File: config.mk
export PLATFORM = sky130hd
export DESIGN_NAME = mac_recv
export DESIGN_NICKNAME = d
export VERILOG_FILES = /design/src/rtl/mac_recv.sv
export SDC_FILE = /design/constraint.sdc
export NUM_CORES = 1
export LEC_CHECK = 0
export ABC_AREA = 1
export CAP_MARGIN = 20
export CORE_UTILIZATION = 59
export CTS_CLUSTER_SIZE = 28
export DETAILED_ROUTE_END_ITERATION = 8
export MAX_ROUTING_LAYER = met4
export PLACE_DENSITY = 0.83
export SKIP_LAST_GASP = 1
export SYNTH_ARGS = -nofsm -noshare
export SYNTH_HDL_FRONTEND = slang
export SYNTH_SLANG_ARGS = --single-unit
File: constraint.sdc
create_clock -name clock -period 5 [get_ports clock]
set_clock_uncertainty 0.1 [all_clocks]
set_input_delay 1.5 -clock clock [delete_from_list [all_inputs] [get_ports clock]]
set_output_delay 1.5 -clock clock [all_outputs]
set_load 0.01 [all_outputs]
File: src/rtl/mac_recv.sv
// Ethernet MAC receive path: destination filter, source/type capture, payload streaming
// through a 4-byte delay line so the trailing FCS is withheld, and end-of-frame FCS/length check.
module mac_recv #(
  parameter int MIN_FRAME_LEN = 64,
  parameter int MAX_FRAME_LEN = 1518,
  parameter int PROMISCUOUS   = 0
) (
  input  logic        clock,
  input  logic        reset,
  input  logic        rx_enable,
  input  logic [7:0]  data_in,
  input  logic [47:0] local_mac,
  output logic        active,
  output logic [7:0]  data_out,
  output logic        data_valid,
  output logic [47:0] remote_mac,
  output logic [15:0] ethertype,
  output logic        is_broadcast,
  output logic [10:0] payload_len,
  output logic        frame_good,
  output logic        frame_bad
);

  typedef enum logic [2:0] {
    ST_IDLE, ST_DST, ST_SRC, ST_TYPE, ST_PAYLOAD, ST_CHECK, ST_DISCARD
  } state_t;

  localparam logic [10:0] MIN_LEN = 11'(MIN_FRAME_LEN);
  localparam logic [10:0] MAX_LEN = 11'(MAX_FRAME_LEN);
  localparam bit          PROMISC = (PROMISCUOUS != 0);

  state_t      state_q, state_d;
  logic [10:0] count_q, count_d;
  logic [31:0] dly_q, dly_d;
  logic [31:0] crc_q, crc_d;
  logic        local_match_q, local_match_d;
  logic        bcast_match_q, bcast_match_d;
  logic [47:0] src_shadow_q, src_shadow_d;
  logic [7:0]  type_hi_q, type_hi_d;
  logic [7:0]  data_out_q, data_out_d;
  logic        data_valid_q, data_valid_d;
  logic [47:0] remote_mac_q, remote_mac_d;
  logic [15:0] ethertype_q, ethertype_d;
  logic        is_broadcast_q, is_broadcast_d;
  logic [10:0] payload_len_q, payload_len_d;
  logic        frame_good_q, frame_good_d;
  logic        frame_bad_q, frame_bad_d;

  logic [10:0] count_inc;
  logic [2:0]  mac_idx;
  logic        local_now, bcast_now;
  logic [31:0] crc_fcs;
  logic        fcs_ok, len_ok;

  // Reflected Ethernet CRC-32, one byte per call, LSB first
  function automatic logic [31:0] crc_byte(input logic [31:0] c, input logic [7:0] d);
    logic [31:0] r;
    logic        fb;
    r = c;
    for (int i = 0; i < 8; i++) begin
      fb = r[0] ^ d[i];
      r  = {1'b0, r[31:1]} ^ (fb ? 32'hEDB88320 : 32'h0);
    end
    return r;
  endfunction

  function automatic logic [7:0] mac_byte(input logic [47:0] mac, input logic [2:0] idx);
    case (idx)
      3'd0:    return mac[47:40];
      3'd1:    return mac[39:32];
      3'd2:    return mac[31:24];
      3'd3:    return mac[23:16];
      3'd4:    return mac[15:8];
      3'd5:    return mac[7:0];
      default: return 8'h00;
    endcase
  endfunction

  always_comb begin
    state_d        = state_q;
    count_d        = count_q;
    dly_d          = rx_enable ? {dly_q[23:0], data_in} : dly_q;
    crc_d          = crc_q;
    local_match_d  = local_match_q;
    bcast_match_d  = bcast_match_q;
    src_shadow_d   = src_shadow_q;
    type_hi_d      = type_hi_q;
    data_out_d     = data_out_q;
    data_valid_d   = 1'b0;
    remote_mac_d   = remote_mac_q;
    ethertype_d    = ethertype_q;
    is_broadcast_d = is_broadcast_q;
    payload_len_d  = payload_len_q;
    frame_good_d   = 1'b0;
    frame_bad_d    = 1'b0;

    count_inc = (count_q == 11'h7FF) ? count_q : count_q + 11'd1;
    mac_idx   = (state_q == ST_DST) ? count_q[2:0] : 3'd0;
    local_now = ((state_q == ST_DST) ? local_match_q : 1'b1) &&
                (data_in == mac_byte(local_mac, mac_idx));
    bcast_now = ((state_q == ST_DST) ? bcast_match_q : 1'b1) && (data_in == 8'hFF);

    crc_fcs = ~crc_q;
    fcs_ok  = (dly_q == {crc_fcs[7:0], crc_fcs[15:8], crc_fcs[23:16], crc_fcs[31:24]});
    len_ok  = (count_q >= MIN_LEN) && (count_q <= MAX_LEN);

    // Only bytes of the current frame (index >= 0) may leave the delay line into the CRC
    if (state_q == ST_IDLE || state_q == ST_CHECK) begin
      crc_d = '1;
    end else if (rx_enable && count_q >= 11'd4) begin
      crc_d = crc_byte(crc_q, dly_q[31:24]);
    end

    case (state_q)
      ST_IDLE, ST_CHECK: begin
        if (state_q == ST_CHECK) begin
          frame_good_d  = fcs_ok && len_ok;
          frame_bad_d   = !(fcs_ok && len_ok);
          payload_len_d = count_q - 11'd18;
        end
        if (rx_enable) begin
          state_d       = ST_DST;
          count_d       = 11'd1;
          local_match_d = local_now;
          bcast_match_d = bcast_now;
        end else begin
          state_d = ST_IDLE;
        end
      end
      ST_DST: begin
        if (!rx_enable) begin
          state_d = ST_IDLE;
        end else begin
          count_d       = count_inc;
          local_match_d = local_now;
          bcast_match_d = bcast_now;
          if (count_q == 11'd5) begin
            if (local_now || bcast_now || PROMISC) begin
              state_d        = ST_SRC;
              is_broadcast_d = bcast_now;
            end else begin
              state_d = ST_DISCARD;
            end
          end
        end
      end
      ST_SRC: begin
        if (!rx_enable) begin
          state_d = ST_IDLE;
        end else begin
          count_d      = count_inc;
          src_shadow_d = {src_shadow_q[39:0], data_in};
          if (count_q == 11'd11) state_d = ST_TYPE;
        end
      end
      ST_TYPE: begin
        if (!rx_enable) begin
          state_d = ST_IDLE;
        end else begin
          count_d = count_inc;
          if (count_q == 11'd12) begin
            type_hi_d = data_in;
          end else begin
            // Header complete: only now does the source/type become visible
            state_d      = ST_PAYLOAD;
            remote_mac_d = src_shadow_q;
            ethertype_d  = {type_hi_q, data_in};
          end
        end
      end
      ST_PAYLOAD: begin
        if (rx_enable) begin
          count_d = count_inc;
          if (count_q >= 11'd18) begin
            data_valid_d = 1'b1;
            data_out_d   = dly_q[31:24];
          end
        end else begin
          state_d = ST_CHECK;
        end
      end
      ST_DISCARD: begin
        if (!rx_enable) state_d = ST_IDLE;
      end
      default: state_d = ST_DISCARD;
    endcase
  end

  always_ff @(posedge clock) begin
    if (reset) begin
      state_q        <= ST_DISCARD;
      count_q        <= '0;
      dly_q          <= '0;
      crc_q          <= '1;
      local_match_q  <= 1'b0;
      bcast_match_q  <= 1'b0;
      src_shadow_q   <= '0;
      type_hi_q      <= '0;
      data_out_q     <= '0;
      data_valid_q   <= 1'b0;
      remote_mac_q   <= '0;
      ethertype_q    <= '0;
      is_broadcast_q <= 1'b0;
      payload_len_q  <= '0;
      frame_good_q   <= 1'b0;
      frame_bad_q    <= 1'b0;
    end else begin
      state_q        <= state_d;
      count_q        <= count_d;
      dly_q          <= dly_d;
      crc_q          <= crc_d;
      local_match_q  <= local_match_d;
      bcast_match_q  <= bcast_match_d;
      src_shadow_q   <= src_shadow_d;
      type_hi_q      <= type_hi_d;
      data_out_q     <= data_out_d;
      data_valid_q   <= data_valid_d;
      remote_mac_q   <= remote_mac_d;
      ethertype_q    <= ethertype_d;
      is_broadcast_q <= is_broadcast_d;
      payload_len_q  <= payload_len_d;
      frame_good_q   <= frame_good_d;
      frame_bad_q    <= frame_bad_d;
    end
  end

  assign active       = !reset && (rx_enable || state_q != ST_IDLE);
  assign data_out     = data_out_q;
  assign data_valid   = data_valid_q;
  assign remote_mac   = remote_mac_q;
  assign ethertype    = ethertype_q;
  assign is_broadcast = is_broadcast_q;
  assign payload_len  = payload_len_q;
  assign frame_good   = frame_good_q;
  assign frame_bad    = frame_bad_q;

endmodule

==> flow_metrics.tcl, run 1 <==
set metrics [dict create \
    outcome "complete, no violations" \
    drv_cap 0 \
    drt_iter0_drc 794 \
    clock_sinks 223 \
    synth.distinct_cells 48 \
    synth_top_area_share_pct 44.62 \
    synth_common_cells "nor2_1, dfxtp_1, o21ai_0" \
    tightest_slew_ps 1003 \
    h-tree-depth 1 \
    layout_setup_ws_ps 666.0 \
    rows 47 \
    syn_area_um2 10010 \
    intPower_mw 3.461 \
    path_clk_slew_ps 60 \
    postRouteAntennaNets 0 \
    grt_first_pass_wirelength_um 42160 \
    cts.path.max_buffers 3 \
    worstPathRequired_ps 3400 \
    synth.most_common_cell "nor2_1" \
    drt-total-wl_um 25440 \
    grtUsageTotal_pct 30.06 \
    cp-end-kind "primary output" \
    hp-class "flop to flop" \
    place_hpwl_um 17240 \
    ff2ff_path_depth 9 \
    max_freq_ghz 0.2307 \
    post-route-period-util_pct 86.68 \
    fin_util_pct 74.57 \
    coreArea_um2 16580 \
    p_leak_nw 5.117 \
    seqPwrFrac_pct 43.2 \
    ys_ff_latch 223 \
    numCtsBuffers 23 \
    clock_latency_ps 520 \
    synth-seq-area-share_pct 44.62 \
    vias 9170 \
    timing.rr.end "data_out[4]$_SDFFE_PP0P_" \
    num_antenna_cells 0 \
    grt_setup_unrepaired "no" \
    hold_depth 2 \
    synth-edff-count 0 \
    drv_slew 0 \
    overflow 0 \
    setup_viol 0 \
    place.gp.congestion 0.9065 \
    period_needed_ps 4334 \
    switchingPower_mw 1.463 \
    final_nets 1503 \
    critPathKind "primary input to primary output" \
    synth_top_area_cell "dfxtp_1" \
    antenna_found_initial 0 \
    pre_cts_ws_ps 645.4 \
    drc_errors 0 \
    cts_root_buf "clkbuf_16" \
    whs_endpoint "is_broadcast$_SDFFE_PP0P_" \
    viasPerCell 5.491 \
    min_from "is_broadcast$_SDFFE_PP0P_" \
    cts_hold_buf 0 \
    reg2reg_slack_ps 1790 \
    hold_viol_final 0 \
    critPathLaunchType "primary input" \
    setup_tns_ps 0 \
    wl_per_cell_um 15.23 \
    regToRegStartpoint "count_q[2]$_SDFFE_PP0P_" \
    post_cts_buffers 0 \
    start_util_pct 60.34 \
    num-fill-cells 1306 \
    sw_frac_of_total_pct 29.71 \
    worst-path-max-fanout 2 \
    arrival_ps 2730 \
    cts_tree "yes" \
    maxSlewHeadroom_pct 33.11 \
    clock_power_share_pct 36.5 \
    dr.pass1.iters 7 \
    netlist_instances 1319 \
    grt_pass1_vias 8475 \
    grt_max_degree 131 \
    drive_above_1_share_pct 6.138 \
    die_h_um 132.2 \
    io_pins 147 \
    postSynth.asyncResetShare_pct 0 \
    power_density_nw_per_um2 398.2 \
    syn_nets 1387 \
    synth.top_cells.by_area "dfxtp_1, nor2_1, o21ai_0, nand2_1, xor2_1" \
    combPwrFrac_pct 20.3 \
    synth_ff_type "dfxtp_1" \
    die_area_um2 17480 \
    layout-area-overhead-vs-synth_pct 23.60 \
    yosysWarnings 0 \
    cts-resized-gates 0 \
    irDropWorstVdd_mv 0.2819 \
    finalPower_mw 4.924 \
    port_buffers 146 \
    avgSynthCellArea_um2 7.586 \
    die_w_um 132.2 \
]
[registers in the layout (all words and copies together), names as in the netlist]
signal         cells
state_q            3
remote_mac        48
count_q           11
local_match_q      1
payload_len       11
ethertype         16
frame_bad          1
frame_good         1
bcast_match_q      1
dly_q             32
data_out           8
src_shadow_q      48
data_valid         1
crc_q             32
is_broadcast       1
type_hi_q          8
[worst max-delay path by stage]
stage / start / to / slack, ps / cells past startpoint
global route: reset / active / 620 / 5
detailed placement: reset / active / 650 / 5
global placement: reset / active / 650 / 5
CTS: reset / active / 650 / 5
finish: reset / active / 670 / 5
floorplan: reset / active / 1150 / 5
[through the flow]
step	cells	hold WS, ps	area (um^2)
2_1_floorplan	1319	352.1	10010
3_3_place_gp	1630	348.5	11570
3_5_place_dp	1630	357.3	11570
4_1_cts	1670	365.5	12370
5_1_grt	1670	393.5	12370
6_report	1670	362.5	12370
[critical path: stages]
cell and delay, ps:
clkdlybuf4s50_1 530, clkinv_2 90, o21ai_0 90, inv_1 50, clkdlybuf4s50_1 470
[power by group through the flow]
| stage | Clock, mW | Sequential [mW] | Combinational, mW |
|---|---|---|---|
| floorplan | 0 | 2.14 | 0.626 |
| global placement | 0 | 2.15 | 0.964 |
| detailed placement | 0 | 2.16 | 0.985 |
| CTS | 1.82 | 2.12 | 0.997 |
| global route | 1.90 | 2.15 | 1.12 |
| finish | 1.80 | 2.13 | 1.00 |
[cells by family (layout without fill, tap and decap cells)]
group	count (synthesis)	in the layout	share of synthesized area, %
flip-flops	223	223	44.62
AO/OA/AOI/OAI	307	307	16.39
AND/OR/NAND/NOR	531	531	22.68
buffers and inverters	161	292	6.465
XOR/XNOR	88	88	8.716
adder cells (fa/ha/maj)	9	9	1.125
[layout make-up]
class / instances / area [um^2] / area share, %
clock buffers: 29 / 618.1 / 4.998
clock inverters: 11 / 178.9 / 1.447
inverters: 91 / 342.8 / 2.772
multi-input cells: 935 / 4901 / 39.63
flip-flops and latches: 223 / 4464 / 36.10
well taps: 220 / 275.3 / 2.226
repair buffers: 161 / 1587 / 12.83
[metal layers]
layer / global-route usage, % / wire [um] / vias up / share of wire [%]
met2: 47.21 / 11960 / 269 / 47
met1: 40.60 / 11590 / 4281 / 46
met4: 9.515 / 565 / 0 / 2.2
met5: - / 0 / - / 0
li1: - / - / 4569 / -
met3: 3.422 / 1325 / 51 / 5.2
[cells in the final DEF (no fill, tap or decap), drive strengths merged]
cell type	instances
nand4	23
clkinv	5
xnor2	30
o2111ai	2
a41oi	1
dfxtp	223
a311oi	1
a21oi	78
buf	15
xor2	58
a211oi	2
inv	91
o31ai	1
o21ai	196
nor4	7
o221ai	2
o211ai	17
nor3b	1
a31oi	3
nand2	134
o21a	1
a31o	1
and3	1
a221oi	2
and2	1
clkinvlp	2
nor2	292
clkbuf	29
bufinv	4
clkdlybuf4s50	146
nor3	11
or2	4
nand3	57
ha	9
No activity file was read; power rests on OpenSTA's default activity.
==> run 2, diff against run 1 <==
--- a/config.mk
+++ b/config.mk
@@ -7,7 +7,9 @@
 export LEC_CHECK = 0
 export ABC_AREA = 1
 export CAP_MARGIN = 20
-export CORE_UTILIZATION = 59
+export CELL_PAD_IN_SITES_DETAIL_PLACEMENT = 0
+export CELL_PAD_IN_SITES_GLOBAL_PLACEMENT = 2
+export CORE_UTILIZATION = 34
 export CTS_CLUSTER_SIZE = 28
 export DETAILED_ROUTE_END_ITERATION = 8
 export MAX_ROUTING_LAYER = met4
==> run 2 against run 1 <==
Via count is 3.5% lower. Sequential power hardly changed. Cell area is 1.7% higher. Fmax hardly changed. Non-clock buffer count stayed put. Sequential share of layout area is 0.61 points lower. Register-to-register slack worse by 150 ps. Die area is 72% higher. Clock power hardly changed. Core utilization is 31 points lower. Setup slack worse by 2.1 ps. Critical path depth is 1 lower. Highest routed layer unchanged.
==> flow_metrics.tcl, run 2 (synthesized netlist as in run 1, its figures left out) <==
set metrics [dict create \
    outcome "complete, no violations" \
    postRouteAntennaNets 0 \
    hold_viol_final 0 \
    rows 62 \
    drv_slew 0 \
    hp-class "flop to flop" \
    switchingPower_mw 1.506 \
    port_buffers 146 \
    arrival_ps 2740 \
    post_cts_buffers 0 \
    grt_pass1_vias 8393 \
    coreArea_um2 28860 \
    cts_root_buf "clkbuf_16" \
    worst-path-max-fanout 2 \
    num_antenna_cells 0 \
    h-tree-depth 1 \
    cts-resized-gates 0 \
    critPathLaunchType "primary input" \
    clock_power_share_pct 36.3 \
    grt_setup_unrepaired "no" \
    ff2ff_path_depth 9 \
    worstPathRequired_ps 3400 \
    irDropWorstVdd_mv 0.1917 \
    clock_latency_ps 520 \
    power_density_nw_per_um2 390.7 \
    start_util_pct 34.67 \
    place_hpwl_um 19670 \
    place.gp.congestion 0.8544 \
    clock_sinks 223 \
    pre_cts_ws_ps 644.9 \
    layout-area-overhead-vs-synth_pct 25.71 \
    layout_setup_ws_ps 663.9 \
    drv_cap 0 \
    critPathKind "primary input to primary output" \
    post-route-period-util_pct 86.72 \
    p_leak_nw 5.130 \
    use_met2_pct 29.53 \
    overflow 0 \
    final_cell_mix "nor2_1, dfxtp_1, o21ai_0" \
    reg2reg_slack_ps 1640 \
    viasPerCell 4.810 \
    setup_tns_ps 0 \
    tightest_slew_ps 990.9 \
    busiest_layer "met2" \
    grt_first_pass_wirelength_um 45660 \
    holdWs_ps 361.5 \
    cts.path.max_buffers 3 \
    num-fill-cells 3022 \
    grt_max_degree 98 \
    wl_per_cell_um 15.30 \
    min_from "is_broadcast$_SDFFE_PP0P_" \
    seqPwrFrac_pct 43.2 \
    grt.met1_usage_pct 26.57 \
    grtUsageTotal_pct 19.17 \
    die_w_um 173.6 \
    drt-total-wl_um 28150 \
    setup_viol 0 \
    sw_frac_of_total_pct 30.64 \
    die_area_um2 30120 \
    dr.pass1.iters 5 \
    timing.rr.end "data_out[0]$_SDFFE_PP0P_" \
    maxSlewHeadroom_pct 33.86 \
    regArea_um2 4464 \
    period_needed_ps 4336 \
    max_freq_ghz 0.2306 \
    numCtsBuffers 25 \
    grt_use_met3_pct 2.281 \
    multiInputGateArea_um2 4906 \
    final_nets 1505 \
    hold_depth 2 \
    drt_iter0_drc 585 \
    combPwrFrac_pct 20.5 \
    die_h_um 173.6 \
    regToRegStartpoint "count_q[2]$_SDFFE_PP0P_" \
    cts_hold_buf 0 \
    vias 8851 \
    intPower_mw 3.408 \
    io_pins 147 \
    cp-end-kind "primary output" \
    antenna_found_initial 0 \
    whs_endpoint "is_broadcast$_SDFFE_PP0P_" \
    drive_above_1_share_pct 6.456 \
    drc_errors 0 \
    final_common_cell "nor2_1" \
    path_clk_slew_ps 60 \
    cts_tree "yes" \
]
-- run 2: changes by cell type in the layout (fill, tap and decap cells not counted), sizes merged --
cell	change
clkinvlp	-1
clkinv	+3
bufinv	-3
inv	+2
clkbuf	+5
-- run 2: critical path, stage by stage --
cell and delay [ps]:
clkdlybuf4s50_1 520, o21ai_0 120, inv_1 60, clkdlybuf4s50_1 530
-- run 2: worst max path at each step --
| stage | slack (ps) | to | startpoint | cells past startpoint |
|---|---|---|---|---|
| 2_1_floorplan | 1150 | active | reset | 5 |
| 3_3_place_gp | 640 | active | rx_enable | 4 |
| 3_5_place_dp | 640 | active | rx_enable | 4 |
| 4_1_cts | 630 | active | rx_enable | 4 |
| 5_1_grt | 600 | active | rx_enable | 4 |
| 6_report | 660 | active | rx_enable | 4 |
-- run 2: metrics by stage --
stage                     cell area, um^2  instances  power [mW]  utilization [%]
after floorplan                     10010       1319       2.768                -
after global placement              11780       1794       3.172            40.83
after detailed placement            11780       1794       3.177            40.83
after CTS                           12580       1840       4.980            43.59
after global routing                12580       1840       5.187            43.59
final                               12580       1840       4.914            43.59
-- run 2: power by group through the flow --
stage / combinational (mW) / sequential (mW) / clock, mW
floorplan: 0.626 / 2.14 / 0
global placement: 1.01 / 2.16 / 0
detailed placement: 1.02 / 2.16 / 0
CTS: 1.02 / 2.12 / 1.84
global route: 1.13 / 2.15 / 1.90
finish: 1.01 / 2.12 / 1.78
-- run 2: cell type report --
cell class | count | area share (%)
clock buffer | 34 | 5.561
clock inverter | 12 | 0.7759
inverter | 91 | 2.736
multi-input combinational | 935 | 39.00
sequential | 223 | 35.49
tap | 384 | 3.820
timing repair buffer | 161 | 12.61
-- run 2: layer usage --
layer  part of all wire [%]  routed length (um)
met1                     50               14020
met2                     44               12470
met3                    3.6                1016
met4                    2.3                 647
met5                      0                   0
